## src/rtl/disp_pkg.sv

```systemverilog
// Shared constants for the seven-segment scan driver: digit geometry,
// the active-low gfedcba segment table and the idle output levels.
package disp_pkg;

  localparam int DIGITS = 4;
  localparam int NIB_W  = 4;

  localparam logic [6:0] SEG_BLANK = 7'h7F;
  localparam logic [3:0] AN_OFF    = 4'hF;

  // Indexed by nibble value 0..F, active-low {g,f,e,d,c,b,a}.
  localparam logic [6:0] SEG_TABLE [16] = '{
    7'h40, 7'h79, 7'h24, 7'h30, 7'h19, 7'h12, 7'h02, 7'h78,
    7'h00, 7'h10, 7'h08, 7'h03, 7'h46, 7'h21, 7'h06, 7'h0E
  };

endpackage

```

## src/rtl/disp_scan_if.sv

```systemverilog
// Display-side bundle: word/decimal-point/hold inputs toward the driver and
// the active-low pin outputs plus frame pulse back out.
interface disp_scan_if;
  logic [15:0] data;
  logic [3:0]  dp;
  logic        hold;
  logic [3:0]  AN;
  logic [6:0]  SEG;
  logic        DP;
  logic        frame;

  modport master (output data, dp, hold, input AN, SEG, DP, frame);
  modport slave  (input data, dp, hold, output AN, SEG, DP, frame);
endinterface

```

## src/rtl/hex7seg.sv

```systemverilog
// Combinational nibble to active-low seven-segment decoder.
module hex7seg
  import disp_pkg::*;
(
  input  logic [NIB_W-1:0] nib,
  output logic [6:0]       seg
);

  assign seg = SEG_TABLE[nib];

endmodule

```

## src/rtl/disp_scan.sv

```systemverilog
// Four-digit multiplexed seven-segment driver. A prescaler sets the slot
// length, the digit index walks 0..3, and the shadow word only reloads at
// the frame boundary so a frame never mixes two words.
module disp_scan
  import disp_pkg::*;
#(
  parameter int PRESCALE = 50000,
  parameter int GUARD    = 2,
  parameter int LZB      = 0
) (
  input  logic      clk,
  input  logic      clr,
  disp_scan_if.slave bus
);

  localparam int IDX_W = $clog2(DIGITS);
  localparam int PC_W  = $clog2(PRESCALE);
  localparam logic [PC_W-1:0] PC_LAST = PC_W'(PRESCALE - 1);
  // One bit wider than pc so a GUARD equal to a power of two still fits.
  localparam logic [PC_W:0]   GUARD_V = (PC_W + 1)'(GUARD);

  logic [PC_W-1:0]  pc;
  logic [IDX_W-1:0] idx;
  logic [15:0]      sh;
  logic [3:0]       shdp;

  logic             tick;
  logic             fb;
  logic [NIB_W-1:0] nib;
  logic [6:0]       seg_dec;
  logic             upper_zero;
  logic             blank;
  logic [3:0]       an_next;
  logic [6:0]       seg_next;
  logic             dp_next;

  assign tick = (pc == PC_LAST);
  assign fb   = tick && (idx == IDX_W'(DIGITS - 1));
  assign nib  = sh[{idx, 2'b00} +: NIB_W];

  hex7seg u_dec (
    .nib (nib),
    .seg (seg_dec)
  );

  // Scan state: prescaler, digit index and the frame-aligned shadow copy.
  always_ff @(posedge clk or posedge clr) begin
    if (clr) begin
      pc   <= '0;
      idx  <= '0;
      sh   <= '0;
      shdp <= '0;
    end else begin
      pc <= tick ? '0 : pc + 1'b1;
      if (tick) idx <= idx + 1'b1;
      if (fb && !bus.hold) begin
        sh   <= bus.data;
        shdp <= bus.dp;
      end
    end
  end

  // Leading-zero detect and next values for the registered pin outputs.
  always_comb begin
    upper_zero = 1'b0;
    unique case (idx)
      2'd0:    upper_zero = 1'b0;
      2'd1:    upper_zero = (sh[15:4] == 12'h000);
      2'd2:    upper_zero = (sh[15:8] == 8'h00);
      default: upper_zero = (sh[15:12] == 4'h0);
    endcase
    blank    = (LZB != 0) && upper_zero;
    an_next  = ({1'b0, pc} < GUARD_V) ? AN_OFF : ~(4'b0001 << idx);
    seg_next = blank ? SEG_BLANK : seg_dec;
    dp_next  = blank ? 1'b1 : ~shdp[idx];
  end

  // Output registers, one cycle behind the state that produced them.
  always_ff @(posedge clk or posedge clr) begin
    if (clr) begin
      bus.AN    <= AN_OFF;
      bus.SEG   <= SEG_BLANK;
      bus.DP    <= 1'b1;
      bus.frame <= 1'b0;
    end else begin
      bus.AN    <= an_next;
      bus.SEG   <= seg_next;
      bus.DP    <= dp_next;
      bus.frame <= fb;
    end
  end

endmodule

```

## src/flat_wrapper.sv

```systemverilog
// flat-port wrapper written by rule: the top's interface ports become plain ports
module disp_scan_flat import disp_pkg::*;
#(
  parameter int PRESCALE = 50000,
  parameter int GUARD    = 2,
  parameter int LZB      = 0
)
  (clk, clr, bus_data, bus_dp, bus_hold, bus_AN, bus_SEG, bus_DP, bus_frame);
  disp_scan_if bus_i ();
  input  logic clk;
  input  logic clr;
  input wire logic [$bits(bus_i.data)-1:0] bus_data;
  input wire logic [$bits(bus_i.dp)-1:0] bus_dp;
  input wire logic [$bits(bus_i.hold)-1:0] bus_hold;
  output wire logic [$bits(bus_i.AN)-1:0] bus_AN;
  output wire logic [$bits(bus_i.SEG)-1:0] bus_SEG;
  output wire logic [$bits(bus_i.DP)-1:0] bus_DP;
  output wire logic [$bits(bus_i.frame)-1:0] bus_frame;
  assign bus_i.data = bus_data;
  assign bus_i.dp = bus_dp;
  assign bus_i.hold = bus_hold;
  assign bus_AN = bus_i.AN;
  assign bus_SEG = bus_i.SEG;
  assign bus_DP = bus_i.DP;
  assign bus_frame = bus_i.frame;
  disp_scan #(.PRESCALE(PRESCALE), .GUARD(GUARD), .LZB(LZB)) u_core (.clk(clk), .clr(clr), .bus(bus_i));
endmodule
```

## config.mk

```make
export PLATFORM = sky130hd
export DESIGN_NAME = disp_scan_flat
export DESIGN_NICKNAME = d
export VERILOG_FILES = /design/src/rtl/disp_pkg.sv /design/src/rtl/disp_scan_if.sv /design/src/rtl/hex7seg.sv /design/src/rtl/disp_scan.sv /design/src/flat_wrapper.sv
export SDC_FILE = /design/constraint.sdc
export NUM_CORES = 1
export LEC_CHECK = 0
export CAP_MARGIN = 25
export CORE_ASPECT_RATIO = 1.25
export CORE_UTILIZATION = 51
export CTS_BUF_LIST = sky130_fd_sc_hd__clkbuf_8
export DETAILED_ROUTE_END_ITERATION = 7
export PLACE_DENSITY_LB_ADDON = 0.08
export SYNTH_ARGS = -nofsm -noshare
export SYNTH_HDL_FRONTEND = slang
export SYNTH_HIERARCHICAL = 1
export SYNTH_SLANG_ARGS = --single-unit
```

## constraint.sdc

```tcl
create_clock -name clk -period 2.1 [get_ports clk]
set_input_delay 0.63 -clock clk [delete_from_list [all_inputs] [get_ports clk]]
set_output_delay 0.63 -clock clk [all_outputs]
set_load 0.03 [all_outputs]
```

**Word level (Yosys, flattened, before mapping)**

Memory sizes are Yosys's and may differ from the RTL's. A register that Yosys moved wholly into a read port is not among the register bits.
Cells that the tools add are included.

- Reductions and logical operators: 3
- $add $sub $neg: 2
- Equality and inequality tests: 2
- $lt $le $gt $ge: 2
- Muxes and demuxes: 4
- Bitwise logic cells: 3
- Shift-type cells: 2

Operators by type and width:

| kind | number |
|---|---|
| $add A16 B1 Y16 const B | 1 |
| $eq A16 B16 Y1 const B | 1 |
| $lt A16 B2 Y1 const B | 1 |
| $mux W16 | 1 |
| $shiftx A16 B5 Y4 | 1 |
| $not A4 Y5 | 1 |
| $mux W4 | 1 |
| $not A4 Y4 | 1 |
| $shl A1 B2 Y4 const A | 1 |
| $lt A2 B3 Y1 const B | 1 |
| $add A2 B1 Y2 const B | 1 |
| $bmux W1 S2 | 1 |
| $eq A2 B2 Y1 const B | 1 |
| $logic_and A1 B1 Y1 | 2 |
| $logic_not A1 Y1 | 1 |
| $mux W1 | 1 |
| $not A1 Y1 | 1 |

- ROM bits: 112
- Register bits after elaboration: 44
- Logic and storage cells: 26
- Memories kept: 1
- Input port bits: 23
- Output and inout bits: 13

Memories:

| memory | words | width | read ports | clocked after Yosys merged registers in | wr ports | line | source |
|---|---|---|---|---|---|---|---|
| (name not given) | 16 | 7 | 1 | 1 | 0 | hex7seg.sv:9 | `assign seg = SEG_TABLE[nib];` |

**Logic depth before layout (Yosys ltp)**

Gate-level depths: netlist of run 1.

- Depth after elaboration: 3
- Mapped depth: 7
- Mapped depth without buffers: 6

**Hierarchy**

Netlist of run 1, hierarchy kept.

Modules (own cells, without submodules):

| module | area each (µm²) | instances | seq. area each (µm²) | cells an instance |
|---|---|---|---|---|
| disp_scan | 2249.7 | 1 | 1291.2 | 157 |
| hex7seg | 275.3 | 1 | 0.0 | 32 |

**Worst setup path after synthesis of run 1**

Ideal clock, no wire load.

- Kind: register to register
- Start point: reg u_core.idx[0]
- End point: reg u_core.bus.SEG[0]
- Clock period less this slack: 2.296 ns
- Setup slack: -0.196 ns
- Cell stages (with the launch flop): 8
- Setup time: 0.079 ns
- Data arrival time: 2.218 ns
- Buffers on the path: 1
- Required time: 2.021 ns
- Path through: dfrtp_1 clkbuf_1 mux4_2 inv_1 ha_1 and2b_2 or3b_1 o21ai_0

- Longest elaborated chain between the ends: 2

Ends and longest elaborated chain:

| what | line | source |
|---|---|---|
| start: declaration | disp_scan.sv:23 | `logic [IDX_W-1:0] idx;` |
| start signal: assignment | disp_scan.sv:55 | `if (tick) idx <= idx + 1'b1;` |
| $shiftx A16 B5 Y4 | disp_scan.sv:39 | `assign nib = sh[{idx, 2'b00} +: NIB_W];` |
| named net u_core.nib[1] | disp_scan.sv:29 | `logic [NIB_W-1:0] nib;` |
| $not A4 Y5 (not written as such) | hex7seg.sv:9 |  |
| end: declaration | disp_scan_if.sv:13 | `modport slave (input data, dp, hold, output AN, SEG, DP, frame);` |

The timed path passes the listed nets, and every way through them passes these cells.
A chain may end at the register's enable or synchronous reset.

**Worst setup path after layout of run 1**

- Start point: reg u_core.pc[1]
- End point: reg u_core.shdp[2]

- Longest elaborated chain between the ends: 3

Ends and longest elaborated chain:

| what | line | source |
|---|---|---|
| start: declaration | disp_scan.sv:22 | `logic [PC_W-1:0] pc;` |
| start signal: assignment | disp_scan.sv:54 | `pc <= tick ? '0 : pc + 1'b1;` |
| $eq A16 B16 Y1 | disp_scan.sv:37 | `assign tick = (pc == PC_LAST);` |
| $logic_and A1 B1 Y1 | disp_scan.sv:38 | `assign fb = tick && (idx == IDX_W'(DIGITS - 1));` |
| $logic_and A1 B1 Y1 | disp_scan.sv:56 | `if (fb && !bus.hold) begin` |
| end signal: assignment | disp_scan.sv:58 | `shdp <= bus.dp;` |
| end: declaration | disp_scan.sv:25 | `logic [3:0] shdp;` |

Every way passes these cells.

==> results of run 1 <==
-- worst min path at each step --
stage	startpoint	endpoint	slack (ns)	cells after the start
after floorplan	u_core/pc[15]$_DFF_PP0_	u_core/pc[15]$_DFF_PP0_	0.47	1
after global placement	u_core/sh[11]$_DFFE_PP0P_	u_core/sh[11]$_DFFE_PP0P_	0.49	1
after detailed placement	u_core/sh[4]$_DFFE_PP0P_	u_core/sh[4]$_DFFE_PP0P_	0.49	1
after CTS	u_core/shdp[3]$_DFFE_PP0P_	u_core/shdp[3]$_DFFE_PP0P_	0.52	1
after global routing	u_core/sh[2]$_DFFE_PP0P_	u_core/sh[2]$_DFFE_PP0P_	0.53	1
final	u_core/shdp[3]$_DFFE_PP0P_	u_core/shdp[3]$_DFFE_PP0P_	0.51	1
-- power by group through the flow --
stage                     clock network, µW  logic [µW]  registers [µW]
after floorplan                           0        15.6            1000
after global placement                    0        68.4            1000
after detailed placement                  0        69.7            1000
after CTS                               718        70.1             983
after global routing                    739        74.9             983
final                                   700        68.0             982
-- layer usage --
layer | up-vias | wire length [µm]
met5 | - | 0
met4 | 0 | 119
met3 | 16 | 179
met2 | 42 | 2360
met1 | 829 | 2040
li1 | 763 | -
-- through the flow --
stage                     total power [µW]  area (µm²)  util (%)  setup slack, ns  instances
after floorplan                       1020        2530         -           0.0183        189
after detailed placement              1070        3040      64.2           0.0349        291
after CTS                             1770        3140      66.4           0.0170        299
after global placement                1070        3040      64.2            0.104        291
final                                 1750        3150      66.6            0.128        300
after global routing                  1800        3150      66.6           0.0190        300
-- Yosys cell counts --
cell type,n,share of area [%]
xor2_1,6,2.1
dfrtp_1,39,39
mux2_2,1,0.45
nor4_4,1,0.84
mux4_2,5,4.5
or4_1,1,0.30
clkbuf_1,4,0.59
a22o_1,2,0.69
nor2_1,12,1.8
ha_1,12,5.9
or3b_1,1,0.35
and4_1,2,0.69
nand3_1,5,0.99
mux4_1,1,1.0
nand3b_1,1,0.30
nand3b_2,1,0.45
buf_2,2,0.40
mux2i_1,5,2.0
nand2b_1,1,0.25
mux2_4,20,12
xnor2_1,7,2.4
and2_1,2,0.50
inv_1,7,1.0
nor3_1,1,0.20
nand2_1,11,1.6
nand4b_1,1,0.35
or4_4,1,0.45
or3_1,1,0.25
buf_6,3,1.3
a21oi_1,1,0.20
a32o_1,1,0.40
nor2b_1,1,0.25
o21ai_0,4,0.79
and2b_2,1,0.35
nand4_1,7,1.7
and3_1,4,0.99
nor4_1,2,0.50
dfstp_2,12,12
-- final cells by class --
class / count / share of cell area (%)
multi-input combinational: 122 / 36.5
sequential: 51 / 41.1
clock inverter: 2 / 1.11
timing repair buffer: 52 / 15.5
inverter: 7 / 0.835
clock buffer: 6 / 2.62
tap: 60 / 2.38
-- critical path, cell delays in order (launching register included) --
cell	delay, ns
dfrtp_1	0.45
ha_1	0.21
nand4_1	0.16
nor4_4	0.37
nand3b_2	0.15
buf_12	0.20
mux2_4	0.31
-- what timing repair did --
action | 4_1_cts | 5_1_grt
setup buffers | 0 | 1
endpoints found under the setup margin | 12 | 22
hold endpoints to repair | 0 | 0
gates resized for setup | 12 | 1
pin swaps | 0 | 1
-- cells by family after synthesis --
family,share of synthesized area [%]
simple gates,13.1
flops,51.1
mux,19.8
buf+inv,3.37
xor+xnor,4.51
fa+ha+maj,5.95
compound gates,2.08
-- flip-flops by register name, summed over array words and instances, names as in the netlist --
signal and count:
u_core/pc 16, u_core/sh 16, u_core/bus.SEG 7, u_core/bus.AN 4, u_core/shdp 4, u_core/idx 2
u_core/bus.DP 1, u_core/bus.frame 1
==> metrics.txt, run 1 <==
run status complete, no violations; setup TNS 0 ns; Post-Syn Nets 224; first-pass GRT wire length approximately 8000 µm; max frequency ~510 MHz; Pins Over Slew Limit 0; Residual DRC 0; Core ar. 0.00473 mm²; Slew @ Worst Pin between 0.4 and 0.5 ns; aggregate global-route resource usage 20.1%; Syn-to-layout area delta 24.7%; I/O pin count 36; antenna violations before repair 0; Routed Antenna Nets 0; maximum root-to-sink buffer count 2; final WL 4700 µm; cts bufs inserted 5; Worst Setup End Kind flip-flop; Initial Util 53.4%; Yosys reg bits 51; Clock transition at path regs 0.09 ns; flop2flop setup slack roughly 0.13 ns; vias 1650; Fin. Hold Viols 0; worst reg2reg path depth 6; Row Count 28; Worst Hold Class flip-flop to flip-flop; Placer Congestion 0.822; synthesized cell area 0.00252 mm²; Clk pwr share 40.0%; total iterations of the first detailed-routing run 4; WL per Instance between 15 and 20 µm; Final #Nets 274; Via density 5.50; maximum VDD drop 426 µV; Filler Cell Count 371; WP data arrival roughly 2.2 ns; Worst EP required 2.28 ns; hpwl dp approximately 3500 µm; syn_area_per_cell around 13 µm²; Top Usage Layer GRT met2; yosys warns 6; layout cell share with drive strength beyond 1 29.2%; Syn Inst Count 189; endpoints failing setup 0; CP Class flip-flop to flip-flop; leakage 0.00150 µW; most frequent cells in the layout dfrtp_1 (38), clkdlybuf4s50_1 (23), mux2_4 (20); Sequential Power Share 56.1%; internal power 1410 µW; multi-input combinational cell area 0.00115 mm²; die area roughly 0.0052 mm²; Die Wd 64.9 µm; CTS Sinks 51; Final period util 93.9%; storage element area around 0.0013 mm²; Die Ht 80.7 µm; Comb pwr share roughly 4%; Crit. Startpoint u_core/pc[1]$_DFF_PP0_; fin crit period 1.97 ns; Worst Setup Start Kind flip-flop; Critical Path End u_core/shdp[2]$_DFFE_PP0P_; ANT cells 0; Slew HR ~70%; switching share of power 19.5%; met1 usage 24.2%; largest net degree at the start of global routing 21; RSZ-0062 raised after global routing no; number of distinct library cells after synthesis 38; number of max-cap violations 0; worst r2r dst u_core/shdp[2]$_DFFE_PP0P_; Port Buffer Count 35; worst-path maximum fanout 20; post-synthesis sequential area ratio 51.1%; total number of H-tree levels 2; WHS a little over 0.5 ns; GR Util met3 3.69%; total grt overflow 0; Layout Skew 0.00562 ns; commonest non-fill, non-tap cell in the layout dfrtp_1; vias in the first global route 1670; Pwr per Cell Area 556 mW/mm²; met2 GRT Util 34.3%; clk root buf clkbuf_8; TritonCTS clock tree built; Switch Pwr 341 µW; Clock Latency Late Sink 0.30 ns; Initial DRC Count 81; worst r2r src u_core/pc[1]$_DFF_PP0_; CTS hold repair buffers 0
No activity file was read; power rests on OpenSTA's default activity.
==> run 2: changes to the inputs <==
Settings changed: ABC_CLOCK_PERIOD_IN_PS from default to 2100, CORE_MARGIN from default to 2, CORE_UTILIZATION 51 to 45.
==> run 2 against run 1 <==
Against the previous run: clock skew up 0.0052 ns; largest power group unchanged; design area down 1.7%; count of clock-buffer cells in the layout down 1; critical endpoint is now u_core/bus.SEG[3]$_DFF_PP1_; non-clock buffer count down 4; sequential power about the same; power down 8.7%; register-to-register slack worse by 0.02 ns; largest cell class unchanged.
==> metrics.txt, run 2 (synthesized netlist as in run 1, its figures left out) <==
Layout Skew 0.0108 ns (+0.00520 ns); Row Count 30 (+7.1%); hpwl dp 3540 µm (+1.5%); total number of H-tree levels 2 (unchanged); maximum root-to-sink buffer count 2 (unchanged); total grt overflow 0 (unchanged); worst r2r src u_core/idx[0]$_DFFE_PP0N_; Via density 5.41 (-1.7%); Crit. Startpoint u_core/idx[0]$_DFFE_PP0N_; Clock transition at path regs 0.09 ns (about the same); I/O pin count 36 (unchanged); Worst Setup Start Kind flip-flop; Worst Setup End Kind flip-flop; GR Util met3 4.26% (+0.56 points); Clock Latency Late Sink 0.31 ns (about the same); CP Class flip-flop to flip-flop; TritonCTS clock tree built; worst-path maximum fanout 7 (-65%); Port Buffer Count 35 (unchanged); fin crit period 1.99 ns (+0.0159 ns); aggregate global-route resource usage 17.7% (-2.3 points); met2 GRT Util 32.5% (-1.8 points); Final period util 94.7% (+0.76 points); Critical Path End u_core/bus.SEG[3]$_DFF_PP1_; Initial DRC Count 83 (+2.5%); Top Usage Layer GRT met2; Pins Over Slew Limit 0 (unchanged); Most common cell on crit path inv_1; slowest CP cell mux4_2; first-pass GRT wire length 8470 µm (+7.7%); leakage 0.00147 µW (-2.2%); WP data arrival 2.21 ns (+0.05 ns); met1 usage 20.2% (-4.0 points); run status complete, no violations; Placer Congestion 0.890 (+8.3%); setup TNS 0 ns (unchanged); Syn-to-layout area delta 22.6%; endpoints failing setup 0 (unchanged); Worst EP required 2.32 ns (+0.04 ns); vias 1622 (-1.7%); vias in the first global route 1752 (+4.9%); total iterations of the first detailed-routing run 4 (unchanged); slowest stage delay, CP 0.61 ns (+0.16 ns); Comb pwr share 4.1% (+0.2 points); final WL 4830 µm (+2.9%); CTS hold repair buffers 0 (unchanged); Die Ht 87.8 µm (+8.8%); number of max-cap violations 0 (unchanged); Fin. Hold Viols 0 (unchanged); most frequent cells in the layout dfrtp_1 (39), clkdlybuf4s50_1 (23), mux2_4 (20); die area 0.00623 mm² (+19%); Final #Nets 270 (-1.5%); Initial Util 46.4% (-7.0 points); Die Wd 71 µm (+9.3%); flop2flop setup slack 0.11 ns (-0.02 ns); RSZ-0062 raised after global routing no; antenna violations before repair 0 (unchanged); Largest regs u_core/pc: 16 flops, u_core/sh: 16 flops, u_core/bus.SEG: 7 flops; Core ar. 0.00544 mm² (+15%); Clk pwr share 34.4% (-5.6 points); max frequency 503 MHz (-0.80%); Util after Layout 56.9% (-9.7 points); Slew @ Worst Pin 0.309 ns (-0.126 ns); switching share of power 21.7% (+2.3 points); CTS Sinks 51 (unchanged); Residual DRC 0 (unchanged); Pwr per Cell Area 517 mW/mm² (-7.1%); maximum VDD drop 232 µV (-46%); WL per Instance 16.1 µm (+2.9%); commonest non-fill, non-tap cell in the layout dfrtp_1; Slew HR 79.4% (+8.4 points); Routed Antenna Nets 0 (unchanged); layout cell share with drive strength beyond 1 28.0% (-1.2 points); Sequential Power Share 61.4% (+5.3 points); internal power 1250 µW (-11%); Switch Pwr 347 µW (+1.9%); largest net degree at the start of global routing 52 (+150%); Worst Hold Class flip-flop to flip-flop; crit-path cells mux4_2 -> inv_1 -> ha_1 -> inv_1 -> mux4_1; clk root buf clkbuf_8; worst r2r dst u_core/bus.SEG[3]$_DFF_PP1_; worst reg2reg path depth 5 (-1); ANT cells 0 (unchanged); cts bufs inserted 5 (unchanged)
-- run 2: cell count changes in the layout (fill, tap and decap cells not counted), sizes merged --
cell,change
inv,+1
bufinv,-1
clkbuf,-1
clkinvlp,+1
buf,-4
-- run 2: power by group through the flow --
stage          sequential, µW  clock [µW]  combinational [µW]
2_1_floorplan            1000           0                15.6
5_1_grt                   983         611                73.3
3_5_place_dp             1000           0                68.7
6_report                  982         551                66.2
4_1_cts                   983         574                68.8
3_3_place_gp             1000           0                66.9
-- run 2: per-layer routing --
metal / part of all wire (%) / up-vias
met5: 0 / -
met4: 2.0 / 0
met1: 41 / 822
met3: 3.7 / 9
li1: - / 757
met2: 54 / 34
-- run 2: critical path, delay by kind of cell, from the launching register on --
family | cells | cell delay [ns]
fa+ha+maj | 1 | 0.16
buf+inv | 2 | 0.23
flops | 1 | 0.41
mux | 2 | 1.10
-- run 2: cell type report --
cell class	instances	area, µm²
Fill cell	460	2350
Sequential cell	51	1290
Multi-Input combinational cell	122	1150
Timing Repair Buffer	48	458
Tap cell	64	80.1
Clock buffer	5	68.8
Inverter	7	26.3
Clock inverter	3	16.3
-- run 2: how the worst min path moves through the flow --
stage / from / to / slack [ns] / cells after the start
final: u_core/shdp[2]$_DFFE_PP0P_ / u_core/shdp[2]$_DFFE_PP0P_ / 0.52 / 1
after global routing: u_core/shdp[3]$_DFFE_PP0P_ / u_core/shdp[3]$_DFFE_PP0P_ / 0.53 / 1
after CTS: u_core/sh[14]$_DFFE_PP0P_ / u_core/sh[14]$_DFFE_PP0P_ / 0.52 / 1
after detailed placement: u_core/shdp[3]$_DFFE_PP0P_ / u_core/shdp[3]$_DFFE_PP0P_ / 0.49 / 1
after global placement: u_core/sh[14]$_DFFE_PP0P_ / u_core/sh[14]$_DFFE_PP0P_ / 0.49 / 1
after floorplan: u_core/pc[15]$_DFF_PP0_ / u_core/pc[15]$_DFF_PP0_ / 0.47 / 1
-- run 2: repair_timing --
action / in CTS / in global routing
setup buffers: 0 / 1
resized for setup: 12 / 3
endpoints found under the hold margin: 0 / 0
pin swaps: 0 / 1
setup endpoints to repair: 12 / 21
-- run 2: per-stage QoR --
stage          instance area [µm²]  power, µW  hold slack, ns  worst slack, ns  std cells
6_report                      3100       1600           0.518            0.112        300
5_1_grt                       3100       1670           0.534          0.00169        300
4_1_cts                       3080       1630           0.519           0.0564        299
3_5_place_dp                  3010       1070           0.494           0.0845        291
3_3_place_gp                  3010       1070           0.488           0.0921        291
2_1_floorplan                 2530       1020           0.469           0.0183        189
==> run 3: changes to the inputs <==
Settings changed: DONT_BUFFER_PORTS from default to 1.
==> run 3 against run 2 <==
Against the previous run: power is 2.0% lower; design area is 11% lower; count of clock-buffer cells in the layout is 1 higher; via count is 11% lower; setup slack worse by 0.041 ns; core utilization is 6.4 points lower; first-iteration DRC count is 48% lower; non-clock buffer count is 36 lower; global-route usage is 1.5 points lower; flip-flop and latch count stayed put; fmax is 2.0% lower; routed wire length is 6.0% lower; largest cell class unchanged; largest power group unchanged.
==> metrics.txt, run 3 (synthesized netlist as in run 1, its figures left out) <==
WP data arrival 2.21 ns (about the same); Filler Cell Count 481 (+4.6%); Pwr per Cell Area 570 mW/mm² (+10%); vias in the first global route 1550 (-12%); Switch Pwr 321 µW (-7.7%); Syn-to-layout area delta 8.87%; ANT cells 0 (unchanged); maximum root-to-sink buffer count 2 (unchanged); Sequential Power Share 62.7% (+1.3 points); maximum VDD drop 287 µV (+24%); layout cell share with drive strength beyond 1 31.7% (+3.7 points); TritonCTS clock tree built; WHS 0.245 ns (-0.272 ns); most frequent cells in the layout dfrtp_1 (39), mux2_4 (20), nor2_1 (12), ha_1 (12), dfstp_2 (12); Slew @ Worst Pin 0.536 ns (+0.228 ns); number of max-cap violations 0 (unchanged); commonest non-fill, non-tap cell in the layout dfrtp_1; max frequency 493 MHz (-2.0%); fin crit period 2.03 ns (+0.0412 ns); setup ws final 0.0706 ns (-0.0412 ns); Die Wd 71 µm (unchanged); crit-path cells or4_4 -> nor4_4 -> nand3b_2 -> buf_12 -> mux2_4; Initial Util 46.4% (unchanged); Worst Setup End Kind flip-flop; CP Class flip-flop to flip-flop; I/O pin count 36 (unchanged); total number of H-tree levels 2 (unchanged); aggregate global-route resource usage 16.2% (-1.5 points); Util after Layout 50.5% (-6.4 points); Die Ht 87.8 µm (unchanged); Worst Hold Class primary input to asynchronous set/reset pin; Pins Over Slew Limit 0 (unchanged); total grt overflow 0 (unchanged); antenna violations before repair 0 (unchanged); worst reg2reg path depth 5 (unchanged); slowest stage delay, CP 0.56 ns (-0.05 ns); largest net degree at the start of global routing 29 (-44%); pre-CTS setup slack 0.0799 ns (-0.00468 ns); total power 1570 µW (-2.0%); Final #Nets 234 (-13%); Slew HR 64.2% (-15 points); Initial DRC Count 43 (-48%); clk root buf clkbuf_8; Largest regs u_core/pc: 16 flops, u_core/sh: 16 flops, u_core/bus.SEG: 7 flops; Core ar. 0.00544 mm² (unchanged); setup TNS 0 ns (unchanged); RSZ-0062 raised after global routing no; CTS hold repair buffers 0 (unchanged); Clock transition at path regs 0.09 ns (about the same); Layout Skew 0.0125 ns (+0.00166 ns); Comb pwr share 1.5% (-2.6 points); endpoints failing setup 0 (unchanged); Clk pwr share 35.8% (+1.4 points); Via density 5.52 (+2.0%); cts bufs inserted 5 (unchanged); first-pass GRT wire length 7830 µm (-7.6%); leakage 0.00130 µW (-11%); slowest CP cell or4_4; worst r2r dst u_core/sh[14]$_DFFE_PP0P_; switching share of power 20.4% (-1.3 points); flop2flop setup slack 0.07 ns (-0.04 ns); internal power 1250 µW (-0.42%); Residual DRC 0 (unchanged); Row Count 30 (unchanged); Final period util 96.6% (+2.0 points); Placer Congestion 0.813 (-8.6%); Worst EP required 2.28 ns (-0.04 ns); hpwl dp 3350 µm (-5.3%); Fin. Hold Viols 0 (unchanged); CTS Sinks 51 (unchanged); Worst Setup Start Kind flip-flop; die area 0.00623 mm² (unchanged); worst r2r src u_core/pc[10]$_DFF_PP0_; Routed Antenna Nets 0 (unchanged); total iterations of the first detailed-routing run 4 (unchanged); worst-path maximum fanout 20 (+13); Clock Latency Late Sink 0.30 ns (about the same); vias 1451 (-11%); WL per Instance 17.3 µm (+7.2%); Port Buffer Count 0 (-100%); final WL 4540 µm (-6.0%); run status complete, no violations
-- run 3: critical path, delay by kind of cell (launching register included) --
family	cells	cell delay, ns
buffers and inverters	1	0.19
DFF	1	0.39
and+or+nand+nor	3	1.01
muxes	1	0.31
-- run 3: worst max path at each step --
stage | from | endpoint | slack [ns] | depth (start not counted)
2_1_floorplan | u_core/idx[0]$_DFFE_PP0N_ | u_core/bus.SEG[0]$_DFF_PP1_ | 0.02 | 7
5_1_grt | u_core/pc[10]$_DFF_PP0_ | u_core/sh[14]$_DFFE_PP0P_ | 0.02 | 5
6_report | u_core/pc[10]$_DFF_PP0_ | u_core/sh[14]$_DFFE_PP0P_ | 0.07 | 5
3_5_place_dp | u_core/pc[10]$_DFF_PP0_ | u_core/sh[14]$_DFFE_PP0P_ | 0.08 | 5
4_1_cts | u_core/pc[10]$_DFF_PP0_ | u_core/sh[9]$_DFFE_PP0P_ | 0.05 | 5
3_3_place_gp | u_core/pc[10]$_DFF_PP0_ | u_core/sh[10]$_DFFE_PP0P_ | 0.08 | 5
-- run 3: through the flow --
stage	instances	cell area, µm²
after CTS	262	2740
after detailed placement	255	2650
final	263	2750
after floorplan	189	2530
after global routing	263	2750
after global placement	255	2650
-- run 3: what timing repair did --
action / 4_1_cts / 5_1_grt
hold endpoints to repair: 0 / 0
resized for setup: 0 / 0
endpoints found under the setup margin: 0 / 1
setup buffers: 0 / 1
-- run 3: per-layer routing --
layer / up-vias / part of all wire [%] / wire length [µm] / global-route usage [%]
met5: - / 0 / 0 / 0
met4: 0 / 2.0 / 91 / 6.35
met3: 9 / 3.3 / 151 / 3.80
met2: 33 / 55 / 2500 / 29.5
met1: 729 / 40 / 1800 / 18.5
li1: 680 / - / - / -
-- run 3: power by group through the flow --
stage / sequential, µW / combinational, µW / clock, µW
6_report: 982 / 24.3 / 561
5_1_grt: 983 / 28.6 / 623
4_1_cts: 982 / 26.2 / 582
3_5_place_dp: 1000 / 26.1 / 0
3_3_place_gp: 1000 / 25.0 / 0
2_1_floorplan: 1000 / 15.6 / 0
-- run 3: final cells by class --
type / count / area, µm² / share of cell area [%]
Clock buffer: 6 / 82.6 / 3.00
Tap cell: 64 / 80.1 / 2.91
Inverter: 7 / 26.3 / 0.956
Multi-Input combinational cell: 122 / 1150 / 41.8
Timing Repair Buffer: 12 / 115 / 4.19
Sequential cell: 51 / 1290 / 47.0
Clock inverter: 1 / 5.00 / 0.182
